<file path="src/rtl/pipe_stall_ctrl.sv">
// Stall/flush controller for a 5-stage in-order pipeline: per-stage enables,
// IF/ID flush, ID/EX bubble, stage valid tracking and stall/flush counters.
module pipe_stall_ctrl (
   input  logic        clk,
   input  logic        rst_n,
   input  logic        load_use_stall,
   input  logic        dmem_busy,
   input  logic        branch_taken,
   output logic        pc_en,
   output logic        if_id_en,
   output logic        if_id_flush,
   output logic        id_ex_en,
   output logic        id_ex_bubble,
   output logic        ex_mem_en,
   output logic        mem_wb_en,
   output logic        v_id,
   output logic        v_ex,
   output logic        v_mem,
   output logic        v_wb,
   output logic        retire,
   output logic [15:0] stall_cnt,
   output logic [15:0] flush_cnt
);

   typedef enum logic [1:0] {
      MODE_NORMAL,
      MODE_FREEZE,
      MODE_FLUSH,
      MODE_LOAD_USE
   } mode_t;

   mode_t       mode;
   logic        v_id_next, v_ex_next, v_mem_next, v_wb_next;
   logic        stall_inc, flush_inc;
   logic [15:0] stall_cnt_next, flush_cnt_next;

   // A load-use request only matters when ID actually holds an instruction.
   always_comb begin
      mode = MODE_NORMAL;
      if (dmem_busy)
         mode = MODE_FREEZE;
      else if (branch_taken)
         mode = MODE_FLUSH;
      else if (load_use_stall && v_id)
         mode = MODE_LOAD_USE;
   end

   always_comb begin
      pc_en        = 1'b1;
      if_id_en     = 1'b1;
      if_id_flush  = 1'b0;
      id_ex_en     = 1'b1;
      id_ex_bubble = 1'b0;
      ex_mem_en    = 1'b1;
      mem_wb_en    = 1'b1;
      v_id_next    = 1'b1;
      v_ex_next    = v_id;
      v_mem_next   = v_ex;
      v_wb_next    = v_mem;
      stall_inc    = 1'b0;
      flush_inc    = 1'b0;

      case (mode)
         MODE_FREEZE: begin
            pc_en      = 1'b0;
            if_id_en   = 1'b0;
            id_ex_en   = 1'b0;
            ex_mem_en  = 1'b0;
            mem_wb_en  = 1'b0;
            v_id_next  = v_id;
            v_ex_next  = v_ex;
            v_mem_next = v_mem;
            v_wb_next  = v_wb;
            stall_inc  = 1'b1;
         end
         MODE_FLUSH: begin
            if_id_flush  = 1'b1;
            id_ex_bubble = 1'b1;
            v_id_next    = 1'b0;
            v_ex_next    = 1'b0;
            flush_inc    = 1'b1;
         end
         MODE_LOAD_USE: begin
            pc_en        = 1'b0;
            if_id_en     = 1'b0;
            id_ex_bubble = 1'b1;
            v_id_next    = v_id;
            v_ex_next    = 1'b0;
            stall_inc    = 1'b1;
         end
         default: ;
      endcase

      // Hold the pipeline quiet with a bubble in ID/EX while reset is applied.
      if (!rst_n) begin
         pc_en        = 1'b0;
         if_id_en     = 1'b0;
         if_id_flush  = 1'b0;
         id_ex_en     = 1'b0;
         id_ex_bubble = 1'b1;
         ex_mem_en    = 1'b0;
         mem_wb_en    = 1'b0;
      end
   end

   assign retire = rst_n && v_wb && !dmem_busy;

   assign stall_cnt_next = (stall_inc && stall_cnt != 16'hFFFF) ? stall_cnt + 16'd1 : stall_cnt;
   assign flush_cnt_next = (flush_inc && flush_cnt != 16'hFFFF) ? flush_cnt + 16'd1 : flush_cnt;

   always_ff @(posedge clk or negedge rst_n) begin
      if (!rst_n) begin
         v_id      <= 1'b0;
         v_ex      <= 1'b0;
         v_mem     <= 1'b0;
         v_wb      <= 1'b0;
         stall_cnt <= 16'd0;
         flush_cnt <= 16'd0;
      end else begin
         v_id      <= v_id_next;
         v_ex      <= v_ex_next;
         v_mem     <= v_mem_next;
         v_wb      <= v_wb_next;
         stall_cnt <= stall_cnt_next;
         flush_cnt <= flush_cnt_next;
      end
   end

endmodule

</file>
<file path="config.mk">
export PLATFORM = sky130hd
export DESIGN_NAME = pipe_stall_ctrl
export DESIGN_NICKNAME = d
export VERILOG_FILES = /design/src/rtl/pipe_stall_ctrl.sv
export SDC_FILE = /design/constraint.sdc
export NUM_CORES = 1
export LEC_CHECK = 0
export ABC_CLOCK_PERIOD_IN_PS = 1800
export CAP_MARGIN = 25
export CORE_ASPECT_RATIO = 0.7
export CORE_MARGIN = 2
export CORE_UTILIZATION = 35
export CTS_BUF_LIST = sky130_fd_sc_hd__clkbuf_2
export CTS_CLUSTER_SIZE = 12
export DETAILED_ROUTE_END_ITERATION = 7
export MAX_ROUTING_LAYER = met4
export PLACE_DENSITY = 0.63
export SLEW_MARGIN = 15
export SYNTH_ARGS = -nofsm -noshare
export SYNTH_HDL_FRONTEND = slang
export SYNTH_SLANG_ARGS = --single-unit
export TNS_END_PERCENT = 30
</file>
<file path="constraint.sdc">
create_clock -name clk -period 1.8 [get_ports clk]
set_input_delay 0.36 -clock clk [delete_from_list [all_inputs] [get_ports clk]]
set_output_delay 0.36 -clock clk [all_outputs]
set_load 0.05 [all_outputs]
</file>
==> results.toml <==
[run_status]
status = "finished with violations"
violations = "setup timing"

[placed_design]
placedInstanceArea_um2 = 2600
placedCellCount = 311
routabilityCongestion = 0.7948
port_buffers = 48
hpwlAfterDp_um = 3565

[clock_network]
path_clk_slew_ns = 0.20
clk_latency_ns = 0.40
clockRootBuffer = "clkbuf_2"
cts_tree = "yes"
clock_path_buffers = 2
cts_sinks = 36
cts_buffers = 5
htree_levels = 2

[timing]
slew_headroom_pct = 69.56
fmax_mhz = 544.7
slew_viol_final = 0
setup-violations-final = 2
worst_slew_pin_slew_ns = 0.4567
post-route-period-util_pct = 102.0
fin_worst_skew_ns = 0.01745
worst_slack_ns = -0.03593
min_period_ns = 1.836
finalHoldViolCount = 0
rsz0062_at_grt = "yes"

[synthesis]
netlist_instances = 166
ys_warn_count = 0
synth_edf_count = 0
synth_seq_area_share_pct = 49.90
synth_most_common_cell = "dfrtp_1"
async_flop_share_pct = 100.0
syn_area_per_cell_um2 = 10.88
ys_ff_latch = 36
synth_top_area_share_pct = 49.90
ys_types = 37
synthesis.area_um2 = 1805
syn_nets = 173
synth.area.top_cells = "dfrtp_1 50%, xor2_1 12%, nand2_1 2.9%, nor3_1 2.8%, nand4_1 2.4%"
synth_area_leader_cell = "dfrtp_1"
synthTopCellsByCount = "36 x dfrtp_1, 24 x xor2_1, 14 x nand2_1"
ys.flop_type = "dfrtp_1"

[layout]
drive_above_1_share_pct = 43.53
final_cells = 324
layout.nets = 261
antenna_cells = 0
regArea_um2 = 907.1
fin_area_um2 = 2736
area_delta_synth_final_pct = 51.56
multi_input_area_um2 = 898.4
nFillCells = 452

[power_and_ir_drop]
p_leak_nw = 1.400
power_density_nw_per_um2 = 1108
ir_drop_uv = 459.2

[detailed_routing]
finalWirelength_um = 4687
first_pass_iters = 4
vias_per_cell = 4.864
drt_iter0_markers = 132
remaining_drc_errors = 0
ant_nets = 0
wl_per_cell_um = 14.47
dr_total_vias = 1576

[setup_path]
critPathMaxFanout = 2
cp.arrival_ns = 1.48
critPathRequiredTime_ns = 1.44
max_stage_delay_ns = 0.44
crit_chain = "clkdlybuf4s50_1 -> and3b_2 -> nor2_4 -> and2_4 -> buf_12"
end_kind = "primary output"
crit_path_start_kind = "input port"
crit_slowest_cell = "clkdlybuf4s50_1"
cp_num_buf_inv = 2
path_delay_family = "buffers and inverters"
crit_type = "in2out"

[hold_path]
hp-class = "in2reg"

[global_routing]
grt_antenna_before_repair = 0
grt_pass1_vias = 1486
grt_max_degree = 24
overflow = 0
grt_pass1_wl_um = 7638
grt_usage_pct = 17.52

[floorplan]
dieArea_um2 = 5758
start_util_pct = 37.14
core_area_um2 = 4861
rows = 21
die_y_um = 64.09
dieWidth_um = 89.85
pin_count = 49

[flow_run]
cap_violations = 0
==> state kept, by name (all words and copies together) (netlist names) <==
register   flops
stall_cnt     16
v_ex           1
v_id           1
v_mem          1
v_wb           1
flush_cnt     16
==> final timing paths <==
| check | cells after the start | end | slack, ns | from |
|---|---|---|---|---|
| hold / removal | 3 | v_ex | 0.45 | branch_taken |
| hold reg to reg | 1 | flush_cnt[15] | 0.51 | flush_cnt[15] |
| setup reg to reg | 6 | stall_cnt[15] | 0.03 | stall_cnt[1] |
| max in group asynchronous | 3 | flush_cnt[0] | 0.95 | rst_n |
| setup / recovery | 5 | pc_en | -0.04 | load_use_stall |
| min in group asynchronous | 3 | stall_cnt[1] | 0.51 | rst_n |
==> final cells by class <==
cell class	count	area share (%)
repair buffers	85	27.85
multi-input cells	122	32.83
well taps	69	3.155
inverters	4	0.5487
clock inverters	3	1.555
flip-flops and latches	36	33.15
clock buffers	5	0.9145
==> per-stage QoR <==
| step | worst slack (ns) | util [%] | hold slack [ns] | power [mW] | TNS, ns |
|---|---|---|---|---|---|
| after floorplan | -0.1441 | - | 0.06441 | 1.986 | -0.4513 |
| after global placement | -0.2623 | 53.49 | 0.4035 | 2.475 | -3.973 |
| after CTS | -0.05623 | 55.96 | 0.4184 | 3.058 | -0.1122 |
| after detailed placement | -0.2938 | 53.49 | 0.4044 | 2.499 | -4.631 |
| after global routing | -0.1258 | 56.29 | 0.4252 | 3.195 | -0.2530 |
| final | -0.03593 | 56.29 | 0.4549 | 3.031 | -0.07160 |
==> report_power, final <==
| part | switching, mW | internal (mW) |
|---|---|---|
| Clock | 0.298 | 0.232 |
| Sequential | 0.193 | 0.971 |
| Combinational | 0.887 | 0.451 |
==> timing repair <==
| action | CTS | global route |
|---|---|---|
| endpoints found under the setup margin | 8 | 6 |
| buffers inserted | 3 | 0 |
| hold buffers | 2 | 0 |
| endpoints found under the hold margin | 13 | 0 |
| pin swaps | 1 | 0 |
| resized for setup | 6 | 3 |
==> layer usage <==
| layer | up-vias | share of wire [%] | global-route usage, % |
|---|---|---|---|
| li1 | 779 | - | - |
| met1 | 734 | 52 | 26.45 |
| met2 | 55 | 41 | 23.30 |
| met3 | 8 | 6.4 | 3.538 |
| met4 | 0 | 1.2 | 5.769 |
| met5 | - | 0 | - |
==> cell usage in the layout (no fill, tap or decap), drive strengths merged, types with 3 or more instances in the layout <==
cell	count
a211oi	3
a21oi	5
and2	3
and3	3
buf	80
clkbuf	5
dfrtp	36
inv	4
mux2	5
nand2	14
nand3	7
nand4	9
nor2	7
nor3	11
nor4	8
o21ai	7
xor2	24
==> cells by family after synthesis <==
group	share of synthesized area, %
buf+inv	2.286
xor+xnor	12.61
flops	49.90
compound gates	6.791
mux	3.118
fa+ha+maj	1.386
simple gates	23.91
==> worst reg2reg max path: stages, from the launching register on <==
cell and delay, ns:
dfrtp_2 0.50, ha_1 0.22, and3_1 0.18, nor4b_4 0.14, buf_12 0.14, nor4_1 0.32
xor2_1 0.20
Note: power is estimated with default switching activity, not from simulation.
